--- src/rtl/stack_isa_pkg.sv ---
// stack_isa_pkg: opcodes, fault codes and sequencer states for the 8-bit stack processor
package stack_isa_pkg;
   localparam logic [7:0] OP_PUSHC  = 8'h00;
   localparam logic [7:0] OP_PUSH   = 8'h01;
   localparam logic [7:0] OP_POP    = 8'h02;
   localparam logic [7:0] OP_ADD    = 8'h06;
   localparam logic [7:0] OP_SUB    = 8'h07;
   localparam logic [7:0] OP_FINISH = 8'h0F;
   localparam logic [1:0] ERR_NONE = 2'd0;
   localparam logic [1:0] ERR_OVF  = 2'd1;
   localparam logic [1:0] ERR_UNF  = 2'd2;
   localparam logic [1:0] ERR_ILL  = 2'd3;
   typedef enum logic [2:0] {
      S_IDLE, S_FETCH, S_OPND, S_RD_SRC, S_RD_A, S_RD_B, S_WRITE, S_HALT
   } state_t;
endpackage

--- src/rtl/stack_alu.sv ---
// stack_alu: 8-bit wrapping add or subtract, subtract selected by opcode bit 0
module stack_alu (
   input  logic [7:0] a,
   input  logic [7:0] b,
   input  logic       sub,
   output logic [7:0] y
);
   assign y = sub ? a - b : a + b;
endmodule

--- src/rtl/stack_sequencer.sv ---
// stack_sequencer: fetch/decode/execute control and sole memory master of the stack processor
module stack_sequencer
   import stack_isa_pkg::*;
#(
   parameter logic [7:0] STACK_TOP   = 8'hEF,
   parameter logic [7:0] STACK_LIMIT = 8'h80
) (
   input  logic       clk,
   input  logic       reset,
   input  logic       start,
   output logic [7:0] mem_addr,
   output logic       mem_readwriteN,
   output logic [7:0] mem_wdata,
   input  logic [7:0] mem_rdata,
   output logic       busy,
   output logic       done,
   output logic       error,
   output logic [1:0] err_code,
   output logic [7:0] pc,
   output logic [7:0] sp
);
   state_t     state;
   logic [7:0] op, opnd, tos, alu_y, sp1, sp2, pc1, pc_next, sp_next;
   logic       dec_push, dec_pop, dec_arith, dec_fin;
   logic [1:0] fault;

   stack_alu alu (.a(tos), .b(mem_rdata), .sub(op[0]), .y(alu_y));

   assign sp1     = sp + 8'd1;
   assign sp2     = sp + 8'd2;
   assign pc1     = pc + 8'd1;
   assign pc_next = pc + ((op == OP_ADD || op == OP_SUB) ? 8'd1 : 8'd2);
   assign sp_next = (op == OP_PUSHC || op == OP_PUSH) ? sp - 8'd1 : sp1;

   // Decode the opcode arriving on the fetch read and classify faults before any access
   always_comb begin
      dec_push  = mem_rdata == OP_PUSHC || mem_rdata == OP_PUSH;
      dec_pop   = mem_rdata == OP_POP;
      dec_arith = mem_rdata == OP_ADD || mem_rdata == OP_SUB;
      dec_fin   = mem_rdata == OP_FINISH;
      fault     = !(dec_push || dec_pop || dec_arith || dec_fin) ? ERR_ILL :
                  (dec_push && sp < STACK_LIMIT) ? ERR_OVF :
                  ((dec_pop && sp == STACK_TOP) || (dec_arith && sp >= STACK_TOP - 8'd1)) ? ERR_UNF :
                  ERR_NONE;
   end

   // Sequencer: each state presents the memory access of the next state on its exit edge
   always_ff @(posedge clk or posedge reset) begin
      if (reset) begin
         state          <= S_IDLE;
         pc             <= 8'd0;
         sp             <= STACK_TOP;
         mem_addr       <= 8'd0;
         mem_readwriteN <= 1'b1;
         mem_wdata      <= 8'd0;
         busy           <= 1'b0;
         done           <= 1'b0;
         error          <= 1'b0;
         err_code       <= ERR_NONE;
         op             <= 8'd0;
         opnd           <= 8'd0;
         tos            <= 8'd0;
      end else begin
         case (state)
            S_IDLE, S_HALT: if (start) begin
               state    <= S_FETCH;
               pc       <= 8'd0;
               sp       <= STACK_TOP;
               mem_addr <= 8'd0;
               busy     <= 1'b1;
               done     <= 1'b0;
               error    <= 1'b0;
               err_code <= ERR_NONE;
            end
            S_FETCH: begin
               op <= mem_rdata;
               if (fault != ERR_NONE) begin
                  state    <= S_HALT;
                  busy     <= 1'b0;
                  done     <= 1'b1;
                  error    <= 1'b1;
                  err_code <= fault;
               end else if (dec_fin) begin
                  state <= S_HALT;
                  busy  <= 1'b0;
                  done  <= 1'b1;
               end else if (dec_arith) begin
                  state    <= S_RD_A;
                  mem_addr <= sp1;
               end else begin
                  state    <= S_OPND;
                  mem_addr <= pc1;
               end
            end
            S_OPND: begin
               opnd <= mem_rdata;
               if (op == OP_PUSHC) begin
                  state          <= S_WRITE;
                  mem_addr       <= sp;
                  mem_wdata      <= mem_rdata;
                  mem_readwriteN <= 1'b0;
               end else if (op == OP_PUSH) begin
                  state    <= S_RD_SRC;
                  mem_addr <= mem_rdata;
               end else begin
                  state    <= S_RD_A;
                  mem_addr <= sp1;
               end
            end
            S_RD_SRC: begin
               state          <= S_WRITE;
               mem_addr       <= sp;
               mem_wdata      <= mem_rdata;
               mem_readwriteN <= 1'b0;
            end
            S_RD_A: if (op == OP_POP) begin
               state          <= S_WRITE;
               mem_addr       <= opnd;
               mem_wdata      <= mem_rdata;
               mem_readwriteN <= 1'b0;
            end else begin
               tos      <= mem_rdata;
               state    <= S_RD_B;
               mem_addr <= sp2;
            end
            S_RD_B: begin
               state          <= S_WRITE;
               mem_addr       <= sp2;
               mem_wdata      <= alu_y;
               mem_readwriteN <= 1'b0;
            end
            S_WRITE: begin
               state          <= S_FETCH;
               mem_readwriteN <= 1'b1;
               pc             <= pc_next;
               sp             <= sp_next;
               mem_addr       <= pc_next;
            end
            default: state <= S_IDLE;
         endcase
      end
   end
endmodule

--- config.mk ---
export PLATFORM = sky130hd
export DESIGN_NAME = stack_sequencer
export DESIGN_NICKNAME = d
export VERILOG_FILES = /design/src/rtl/stack_isa_pkg.sv /design/src/rtl/stack_alu.sv /design/src/rtl/stack_sequencer.sv
export SDC_FILE = /design/constraint.sdc
export NUM_CORES = 1
export LEC_CHECK = 0
export ABC_AREA = 1
export BUFFER_PORTS_ARGS = -buffer_cell sky130_fd_sc_hd__buf_2
export CORE_ASPECT_RATIO = 0.7
export CORE_UTILIZATION = 25
export CTS_CLUSTER_DIAMETER = 200
export DETAILED_ROUTE_END_ITERATION = 7
export MAX_ROUTING_LAYER = met4
export PLACE_DENSITY = 0.39
export SLEW_MARGIN = 20
export SYNTH_ARGS = -nofsm -noshare
export SYNTH_HDL_FRONTEND = slang
export SYNTH_SLANG_ARGS = --single-unit
--- constraint.sdc ---
create_clock -name clk -period 2.5 [get_ports clk]
set_clock_uncertainty 0.05 [all_clocks]
set_input_delay 0.375 -clock clk [delete_from_list [all_inputs] [get_ports clk]]
set_output_delay 0.375 -clock clk [all_outputs]
set_load 0.02 [all_outputs]
# ---- Yosys cells after proc, flatten, opt, wreduce, memory -nomap -nowiden
# Cells that the tools add are included.
dict set report classes {
  n_lt_le_gt_ge 2
  bitwise_logic 1
  n_reduce_logical 28
  muxes 44
  add_sub_neg 7
  eq_ne 24
}
# operator n
set ops {}
lappend ops {{$mux W8} 12}
lappend ops {{$pmux W8 S7} 1}
lappend ops {{$eq A8 B3 Y1 const B} 4}
lappend ops {{$pmux W8 S2} 2}
lappend ops {{$pmux W8 S4} 1}
lappend ops {{$mux W3} 6}
lappend ops {{$pmux W3 S6} 1}
lappend ops {{$add A8 B1 Y8 const B} 2}
lappend ops {{$eq A8 B1 Y1 const B} 2}
lappend ops {{$eq A8 B2 Y1 const B} 2}
lappend ops {{$logic_not A8 Y1} 2}
lappend ops {{$reduce_and A3 Y1} 5}
lappend ops {{$mux W2} 7}
lappend ops {{$eq A3 B3 Y1 const B} 4}
lappend ops {{$ne A2 B2 Y1 const B} 6}
lappend ops {{$mux W1} 9}
lappend ops {{$add A8 B2 Y8} 1}
lappend ops {{$add A8 B2 Y8 const B} 1}
lappend ops {{$add A8 B8 Y8} 1}
lappend ops {{$eq A8 B4 Y1 const B} 1}
lappend ops {{$eq A8 B8 Y1 const B} 1}
lappend ops {{$ge A8 B8 Y1 const B} 1}
lappend ops {{$logic_or A1 B1 Y1} 8}
lappend ops {{$lt A8 B8 Y1 const B} 1}
lappend ops {{other kinds (15)} 25}
dict set report totals {
  register_bits 65
  in_bits 11
}

# ---- Depth between registers and ports, before layout
# Gate-level depths: netlist of the first run.
dict set report logic_depth {
  word_depth 10
  ltp_mapped 18
  mapped_depth_nobuf 18
}

# ---- Modules after synthesis
# From an unflattened synthesis of the first run, not the netlist that was laid out.
dict set report hier_totals {
  cells_unflattened 672
  hier_area_um2 4687.0
}
# mod area_per_inst_um2 cells_each instances seq_area_each_um2
set modules_own_cells {}
lappend modules_own_cells {stack_sequencer 4174.0 582 1 1636.6}
lappend modules_own_cells {stack_alu 513.0 90 1 0.0}

# ---- Least setup slack after synthesis of the first run
# No wires, ideal clock.
dict set report synth_timing {
  path_type {in2reg}
  startpoint {input mem_rdata[1]}
  endpoint {register mem_wdata[7]}
  path_slack_ns 0.273
  path_stages 16
  arrival_time_ns 2.061
  path_buffers 0
  cell_sequence {inv_1 -> ha_1 -> inv_1 -> nor2_1 -> nand3_1 -> nand2_1 -> xor2_1 -> inv_1 -> ha_1 -> a21oi_1 -> o21ai_0 -> nand2b_1 -> nand3_1 -> nand3_1 -> nand2_1 -> nand2_1}
}
dict set report synth_via {
  elab_chain_cells 3
  elab_cells_between_ends 4
  cone_classes {add/sub (2); mux (2)}
}
# element line
set synth_rtl {}
lappend synth_rtl {{start, declared} stack_sequencer.sv:14} ;# input logic [7:0] mem_rdata,
lappend synth_rtl {{$add A8 B8 Y8 or $sub A8 B8 Y8 (tied branches)} stack_alu.sv:8} ;# assign y = sub ? a - b : a + b;
lappend synth_rtl {{$mux W8 (*)} stack_alu.sv:8}
lappend synth_rtl {{$pmux W8 S4 (*)} stack_sequencer.sv:64} ;# case (state)
lappend synth_rtl {{end signal, assigned} stack_sequencer.sv:100} ;# mem_wdata <= mem_rdata;
lappend synth_rtl {{end signal, assigned} stack_sequencer.sv:113} ;# mem_wdata <= mem_rdata;
lappend synth_rtl {{end signal, assigned} stack_sequencer.sv:119} ;# mem_wdata <= mem_rdata;
lappend synth_rtl {{end, declared} stack_sequencer.sv:13} ;# output logic [7:0] mem_wdata,
# Every way passes the cells marked *; elsewhere a longest branch is shown, timed or not.
# A chain may end at the register's enable or synchronous reset.

# ---- Final worst setup path of the first run
dict set report layout_timing {
  startpoint {register op[5]}
  endpoint {register mem_addr[1]}
}
dict set report layout_via {
  elab_chain_cells 5
  elab_cells_between_ends 12
  cone_classes {add/sub (1); eq/ne (4); mux (5); reduce/logical (2)}
}
# element line
set layout_rtl {}
lappend layout_rtl {{start, declared} stack_sequencer.sv:23} ;# logic [7:0] op, opnd, tos, alu_y, sp1, sp2, pc1, pc_next, sp_next;
lappend layout_rtl {{start signal, assigned} stack_sequencer.sv:76} ;# op <= mem_rdata;
lappend layout_rtl {{$eq A8 B3 Y1} stack_sequencer.sv:32} ;# assign pc_next = pc + ((op == OP_ADD || op == OP_SUB) ? 8'd1 : 8'd2);
lappend layout_rtl {{$logic_or A1 B1 Y1} stack_sequencer.sv:32}
lappend layout_rtl {{$mux W2} stack_sequencer.sv:32}
lappend layout_rtl {{$add A8 B2 Y8} stack_sequencer.sv:32}
lappend layout_rtl {{$pmux W8 S7 (*)} stack_sequencer.sv:64}
lappend layout_rtl {{end signal, assigned} stack_sequencer.sv:89} ;# mem_addr <= sp1;
lappend layout_rtl {{end signal, assigned} stack_sequencer.sv:92} ;# mem_addr <= pc1;
lappend layout_rtl {{end signal, assigned} stack_sequencer.sv:99} ;# mem_addr <= sp;
lappend layout_rtl {{end, declared} stack_sequencer.sv:11} ;# output logic [7:0] mem_addr,
# Marked as above.

==> qor.yml, run 1 <==
vias: 4924
seq_area_um2: 1640
dr.pass1.iters: 7
root_buffer: "clkbuf_16"
start_util_pct: 25.8
vdd_drop_max_mv: 0.365
yosys.area_share.simple_pct: 35.2
ys.flop_type: "dfrtp_1"
fmax_mhz: 428
synthTopCellsByCount: "nand2_1, nor2_1, inv_1"
num-fill-cells: 2030
synthAdderAreaFrac_pct: 5.93
viasPerCell: 4.76
synth_top_area_share_pct: 30.4
cp.required_ns: 2.68
hp-class: "in2async"
antenna_found_initial: 1
grt_pass1_vias: 4693
slew_headroom_pct: 58.1
synth.mux.area_fraction_pct: 0
grt_pass1_wl_mm: 27.2
syn_area_um2: 4690
clkTransAtPathRegs_ns: 0.06
postSynth.asyncResetShare_pct: 100
io_buffers: 48
grt_overflow_total: 0
synth-compound-area-share_pct: 12.8
synth_edf_count: 0
synth_most_common_cell: "nand2_1"
grt_max_degree: 66
top_layer: "met4"
seq_area_frac_synth_pct: 34.9
p_total_uw: 8300
instances_no_fill: 1034
core_um2: 18200
wl_met1_mm: 9.68
synth.avg_cell_area_um2: 6.61
setup_ws_ns: 0.162
leakage_uw: 0.00300
htree_levels: 3
cts_tree: "yes"
fin_util_pct: 31.8
drc: 20
ioPinCount: 49
rsz0062_at_grt: "true"
clkSinkCount: 65
outcome: "finished with violations"
synth_cells: 709
r2r_start: "op[5]"
pre_cts_ws_ns: -0.0178
setup.worst_path.end_class: "flop"
drt_iter0_drc: 403
post-dp-hpwl_mm: 13.8
violations: "DRC"
num_rows: 41
grt_util_all_layers_pct: 19.6
synth_warnings: 0
gp_congestion: 0.930
rrSetupSlack_ns: 0.16
synthXorXnorAreaFrac_pct: 3.18
dp_cells: 1016
setup_violations: 0
wl_per_cell_um: 16.8
period_share_pct: 93.5
clk_latency_ns: 0.34
synth_top_family_by_area: "simple AND/OR/NAND/NOR gates"
multi_input_area_um2: 2710
ys_seq_elements: 65
arrival_ns: 2.52
power_density_nw_per_um2: 1440
slew_violations: 0
cts_setup_buffers: 0
antenna_left: 0
cp-start-kind: "flop"
synth_area_leaders: "dfrtp_1, nand2_1, nand3_1"
area_delta_synth_final_pct: 23.2
die_h_um: 117
finalSetupTns_ns: 0
synth.largest_area_cell: "dfrtp_1"
syn-num-nets: 741
cp-startpoint: "op[5]"
die_area_um2: 19300
cts_inserted_buffers: 9
die_w_um: 166
nets: 823
dr_wl_met2_mm: 6.63
drt-total-wl_mm: 17.4
tightest_slew_ns: 0.626
max_cap_viol_count: 0
criticalPathCategory: "reg2reg"
ys_types: 35
clockBufferDepth: 2
finalHoldViolations: 0
layout-drive-gt1-share_pct: 18.6
met3WireLength_um: 926
cp_max_fo: 2
min_period_ns: 2.34
-- cells in the final DEF, fill, tap and decap left out, drive strengths merged, types with 12 or more instances in the layout --
cell type / Yosys / final
nand3: 69 / 69
o21ai: 66 / 66
ha: 19 / 19
nor2: 80 / 80
xor2: 12 / 12
a21oi: 34 / 34
buf: 11 / 88
dfrtp: 57 / 57
inv: 78 / 80
nand2: 233 / 233
-- routing by layer --
layer	GRT usage, %	vias up
li1	-	2456
met1	29.1	2314
met2	26.5	142
met3	3.83	12
met4	4.98	0
met5	-	-
-- power by group --
| part | switching [uW] | internal, uW | leakage, uW |
|---|---|---|---|
| logic | 3280 | 1680 | 0.00208 |
| clock network | 532 | 676 | 0.000124 |
| registers | 514 | 1610 | 0.000796 |
| total | 4330 | 3970 | 0.00300 |
-- metrics by stage --
| step | hold slack (ns) | instance area (um2) |
|---|---|---|
| after floorplan | 0.403 | 4690 |
| after global placement | 0.403 | 5450 |
| after detailed placement | 0.407 | 5450 |
| after CTS | 0.0658 | 5730 |
| after global routing | 0.0831 | 5770 |
| final | 0.0393 | 5770 |
-- state kept, by name, indices dropped and copies added (netlist names) --
signal / count
busy: 1
done: 1
err_code: 2
error: 1
mem_addr: 8
mem_readwriteN: 1
mem_wdata: 8
op: 8
opnd: 8
pc: 8
sp: 8
state: 3
tos: 8
-- cell type report --
type	count	share of cell area (%)
Sequential cell	65	28.3
Tap cell	236	5.11
Inverter	78	5.07
Antenna cell	2	0.0867
Timing Repair Buffer	88	9.58
Clock buffer	9	3.90
Clock inverter	7	0.910
Multi-Input combinational cell	549	47.0
-- what timing repair did --
action | in CTS | in global routing
resized for setup | 0 | 13
hold endpoints to repair | 0 | 0
setup endpoints to repair | 0 | 7
hold buffers | 0 | 0
-- critical path, stage by stage, from the launching register on --
cell and delay [ns]:
dfrtp_1 0.39, nor2_2 0.15, nand2_2 0.07, nor4_2 0.14
buf_4 0.15, ha_2 0.19, fa_2 0.44, nand2_2 0.10
o21ai_0 0.09, inv_1 0.07, nand2_1 0.05, nor2_1 0.10
nand3_1 0.10, nand2_1 0.08, nand2_1 0.05
-- path summary, 6_finish.rpt --
kind                                   to  cells after the start
setup reg to reg              mem_addr[1]                     14
hold / removal               mem_wdata[6]                      3
min in group clk                  opnd[5]                      3
max in group asynchronous  mem_readwriteN                      3
setup / recovery              mem_addr[1]                     14
hold reg to reg               mem_addr[7]                      2
-- cell families after synthesis --
group | count (synthesis)
adders and majority gates | 21
DFF | 65
AOI/OAI and AO/OA | 113
buffers and inverters | 95
and+or+nand+nor | 398
xor gates and xnor gates | 17
No activity file was read; power rests on OpenSTA's default activity.
==> run 2, diff against run 1 <==
Clock period 2.5 ns to 2.36 ns, I/O delays scaled along.
==> run 2 against run 1 <==
Sequential share of layout area fell by 1.2 points. Cell area rose by 4.6%. Critical path depth rose by 2. Hold slack got worse by 0.0073 ns. Highest routed layer unchanged. Combinational power rose by 11%. Via count rose by 2.3%. Fmax rose by 0.19%. The run still ends with DRC left. Critical path type unchanged.
==> qor.yml, run 2 (same netlist as run 1, synthesis figures left out) <==
outcome: "finished with violations"
violations: "DRC"
p_int_uw: 4510
crit_chain: "nor2_2, nand2_2, nor4_2, buf_4, inv_4, fa_2, nand2_2, inv_2, nand2_2, nand2_1, o211ai_1, nand3_1, nor2_1, nand2_1, nand2_1, nand2_1"
grt_overflow_total: 0
arrival_ns: 2.52
drt_iter0_drc: 541
antenna_found_initial: 0
cp.required_ns: 2.55
core_um2: 18200
comb_power_share_pct: 60.0
clkTransAtPathRegs_ns: 0.07
drt-total-wl_mm: 17.9
antenna_left: 0
clkSinkCount: 65
reg2regPathDepth: 16
num_rows: 41
criticalPathCategory: "reg2reg"
die_area_um2: 19300
clockPowerShare_pct: 15.6
grt_pass1_wl_mm: 27.6
seq_power_share_pct: 24.4
final_common_cell: "nand2_1"
critical_path.most_common_cell: "nand2_1"
ioPinCount: 49
setup.worst_path.end_class: "flop"
vdd_drop_max_mv: 0.437
viasPerCell: 4.79
grt_max_degree: 66
mostFrequentLayoutCells: "nand2_1, nor2_1, inv_1"
max_stage_delay_ns: 0.38
htree_levels: 3
leakage_uw: 0.00313
slew_headroom_pct: 61.7
placed_area_um2: 5570
grt_util_all_layers_pct: 19.8
hp-class: "in2async"
max_cap_viol_count: 0
nets: 842
crit_slowest_cell: "dfrtp_1"
post-dp-hpwl_mm: 13.8
wl_per_cell_um: 17.0
rsz0062_at_grt: "true"
setup_violations: 0
vias: 5036
die_h_um: 117
dr.pass1.iters: 7
drc: 10
die_w_um: 166
postLayoutCellArea_um2: 6040
period_share_pct: 98.9
cts_inserted_buffers: 9
power_density_nw_per_um2: 1520
cts_tree: "yes"
grt_pass1_vias: 4782
min_period_ns: 2.33
cp_max_fo: 3
start_util_pct: 25.8
pre_cts_ws_ns: -0.161
slew_violations: 0
finalHoldViolations: 0
clockBufferDepth: 2
root_buffer: "clkbuf_16"
clk_latency_ns: 0.35
fmax_mhz: 429
io_buffers: 48
num_antenna_cells: 0
tightest_slew_ns: 0.573
setup_ws_ns: 0.0266
cp-start-kind: "flop"
p_switching_uw: 4700
finalSetupTns_ns: 0
area_delta_synth_final_pct: 28.8
layout-drive-gt1-share_pct: 22.3
gp_congestion: 0.928
sw_frac_of_total_pct: 51.0
num-fill-cells: 2064
==> run 2: cell types whose count changed in the layout (fill, tap and decap cells not counted), moves of 3 or more <==
cell	change
inv_1	-3
buf_4	+18
nor2_1	-4
nor2_2	+3
clkinvlp_4	-3
==> run 2: timing repair <==
item | CTS | global route
gates cloned | 0 | 0
resized for setup | 6 | 30
hold buffers | 0 | 0
endpoints found under the hold margin | 0 | 0
setup buffers | 1 | 2
pin swaps | 2 | 10
setup endpoints to repair | 7 | 14
==> run 2: power groups by stage <==
| stage | sequential (uW) | combinational [uW] | clock (uW) |
|---|---|---|---|
| after global placement | 2210 | 5350 | 0 |
| after global routing | 2320 | 6150 | 1530 |
| after detailed placement | 2220 | 5330 | 0 |
| after CTS | 2220 | 5370 | 1480 |
| final | 2240 | 5520 | 1440 |
| after floorplan | 2400 | 3160 | 0 |
==> run 2: path summary, 6_finish.rpt <==
check / start / to / slack, ns
max: op[7] / mem_addr[4] / 0.03
min: reset / mem_wdata[2] / 0.03
max reg2reg: op[7] / mem_addr[4] / 0.03
min reg2reg: mem_addr[6] / mem_addr[6] / 0.42
max in group asynchronous: reset / sp[3] / 1.87
min in group clk: mem_rdata[5] / opnd[5] / 0.24
==> run 2: per-stage QoR <==
step           instances  hold slack (ns)  total power (uW)  utilization, %
5_1_grt             1051           0.0557             10000            33.2
3_5_place_dp        1032            0.408              7550            30.7
4_1_cts             1049           0.0450              9060            32.6
6_report            1051           0.0320              9200            33.2
3_3_place_gp        1032            0.399              7560            30.7
2_1_floorplan        709            0.403              5560               -
==> run 2: per-layer routing <==
layer	routed length, um	share of wire, %	up-vias	global-route usage, %
li1	-	-	2497	-
met1	9500	53	2381	29.4
met2	7030	39	144	26.8
met3	1140	6.4	14	3.63
met4	180	1.0	0	4.98
met5	0	0	-	-
==> run 2: critical path: cells and delay by family, from the launching register on <==
kind	cells	cell delay, ns
flip-flops	1	0.38
AND/OR/NAND/NOR	11	1.01
AO/OA/AOI/OAI	1	0.12
buffers and inverters	3	0.28
adder cells (fa/ha/maj)	1	0.38
==> run 2: final cells by class <==
cell class	instances	area [um2]	area share (%)
Clock inverter	7	86.3	1.43
Clock buffer	9	225	3.73
Timing Repair Buffer	107	699	11.6
Tap cell	236	295	4.89
Inverter	78	295	4.89
Multi-Input combinational cell	549	2800	46.3
Sequential cell	65	1640	27.1
==> run 3, diff against run 2 <==
Settings changed: PLACE_DENSITY 0.39 to unset.
==> run 3 against run 2 <==
The run still ends with DRC left. First-iteration DRC count decreased by 9.2%. Total power decreased by 3.7%. Clock-buffer cell count increased by 1. Highest routed layer unchanged. Critical path depth decreased by 2. Fmax increased by 1.8%. Global-route usage decreased by 1.8 points. Largest cell class unchanged. Clock power decreased by 10%. Critical path type unchanged. Critical endpoint is now mem_addr[1]. Sequential share of layout area increased by 0.37 points. Sequential power about the same. Core utilization decreased by 0.45 points. Via count decreased by 1.5%.
==> qor.yml, run 3 (same netlist as run 1, synthesis figures left out) <==
fin_util_pct: 32.8
vdd_drop_max_mv: 0.473
cts_inserted_buffers: 9
root_buffer: "clkbuf_16"
ioPinCount: 49
outcome: "finished with violations"
cp-start-kind: "flop"
grt_max_degree: 43
wl_per_cell_um: 15.6
pre_cts_ws_ns: -0.147
multi_input_area_um2: 2810
dr.pass1.iters: 7
cp.required_ns: 2.54
grt_pass1_wl_mm: 25.9
dr_wl_met2_mm: 6.50
criticalPathCategory: "reg2reg"
max_cap_viol_count: 0
io_buffers: 48
cp_max_fo: 2
setup.worst_path.end_class: "flop"
nets: 834
viasPerCell: 4.75
drc: 4
die_area_um2: 19300
gp_congestion: 0.950
grt_pass1_vias: 4717
area_delta_synth_final_pct: 27.1
finalHoldViolations: 0
top_layer: "met4"
num_antenna_cells: 0
violations: "DRC"
seq_area_um2: 1640
rsz0062_at_grt: "true"
final_common_cell: "nand2_1"
layout-drive-gt1-share_pct: 21.4
grt_util_all_layers_pct: 18.0
die_w_um: 166
met3WireLength_mm: 1.50
core_um2: 18200
clkTransAtPathRegs_ns: 0.06
htree_levels: 3
clockBufferDepth: 2
grt_overflow_total: 0
antenna_found_initial: 0
num-fill-cells: 1990
die_h_um: 117
crit_buf_inv: 2
cts_tree: "yes"
p_total_uw: 8860
vias: 4959
tightest_slew_ns: 0.589
antenna_left: 0
clk_latency_ns: 0.34
hp-class: "in2async"
setup_violations: 0
post-dp-hpwl_mm: 12.4
instances_no_fill: 1043
mostFrequentLayoutCells: "nand2_1, nor2_1, inv_1"
max_stage_delay_ns: 0.45
critical_path.top_delay_family: "simple AND/OR/NAND/NOR gates"
period_share_pct: 97.2
drt_iter0_drc: 491
start_util_pct: 25.8
power_density_nw_per_um2: 1490
leakage_uw: 0.00306
num_rows: 41
drt-total-wl_mm: 16.3
clkSinkCount: 65
crit_chain: "nor2_2, nand2_2, nor4_4, buf_4, ha_4, fa_2, nand2_2, o21ai_1, inv_1, nand2_1, nor2_1, nand3_1, nand2_1, nand2_1"
wl_met1_mm: 8.16
slew_headroom_pct: 60.7
min_period_ns: 2.29
fmax_mhz: 436
critical_path.most_common_cell: "nand2_1"
postCtsHoldBufs: 0
slew_violations: 0
arrival_ns: 2.47
crit_slowest_cell: "fa_2"
setup_ws_ns: 0.0671
dp_cells: 1021
run 3: changes by cell type in the layout (fill, tap and decap cells not counted), sizes merged:
cell and delta:
buf -8, clkinvlp +3, inv -3, bufinv -1, clkbuf +1
run 3: through the flow:
step	TNS (ns)	hold slack (ns)	instance area [um2]
4_1_cts	-0.116	0.0567	5860
3_3_place_gp	-0.107	0.403	5490
6_report	0	0.0286	5960
5_1_grt	-0.269	0.0779	5960
3_5_place_dp	-0.744	0.407	5490
2_1_floorplan	0	0.403	4690
run 3: power breakdown:
group	switching, uW	leakage [uW]	internal [uW]
logic	3450	0.00214	1890
registers	525	0.000795	1710
clock network	547	0.000127	739
total	4520	0.00306	4340
run 3: final timing paths:
kind	from	end	slack [ns]	cells past startpoint
worst min-delay path	reset	pc[5]	0.03	2
max in group asynchronous	reset	op[0]	1.58	3
worst min register to register	err_code[1]	err_code[1]	0.42	2
worst max-delay path	op[5]	mem_addr[1]	0.07	14
worst max register to register	op[5]	mem_addr[1]	0.07	14
min in group clk	mem_rdata[5]	opnd[5]	0.24	3
run 3: layer usage:
metal	vias up	GRT usage, %
met5	-	-
met4	0	3.68
met3	11	3.59
met2	213	25.2
met1	2258	26.4
li1	2477	-
run 3: final cells by class:
type | count | share of cell area [%]
clock inverters | 6 | 0.735
repair buffers | 99 | 10.7
clock buffers | 10 | 4.01
inverters | 78 | 4.92
flip-flops and latches | 65 | 27.5
multi-input cells | 549 | 47.1
well taps | 236 | 4.96
run 3: timing repair:
| action | 4_1_cts | 5_1_grt |
|---|---|---|
| gates cloned | 0 | 0 |
| gates resized for setup | 19 | 17 |
| setup endpoints to repair | 8 | 17 |
| setup buffers | 4 | 3 |
| pin swaps | 19 | 8 |
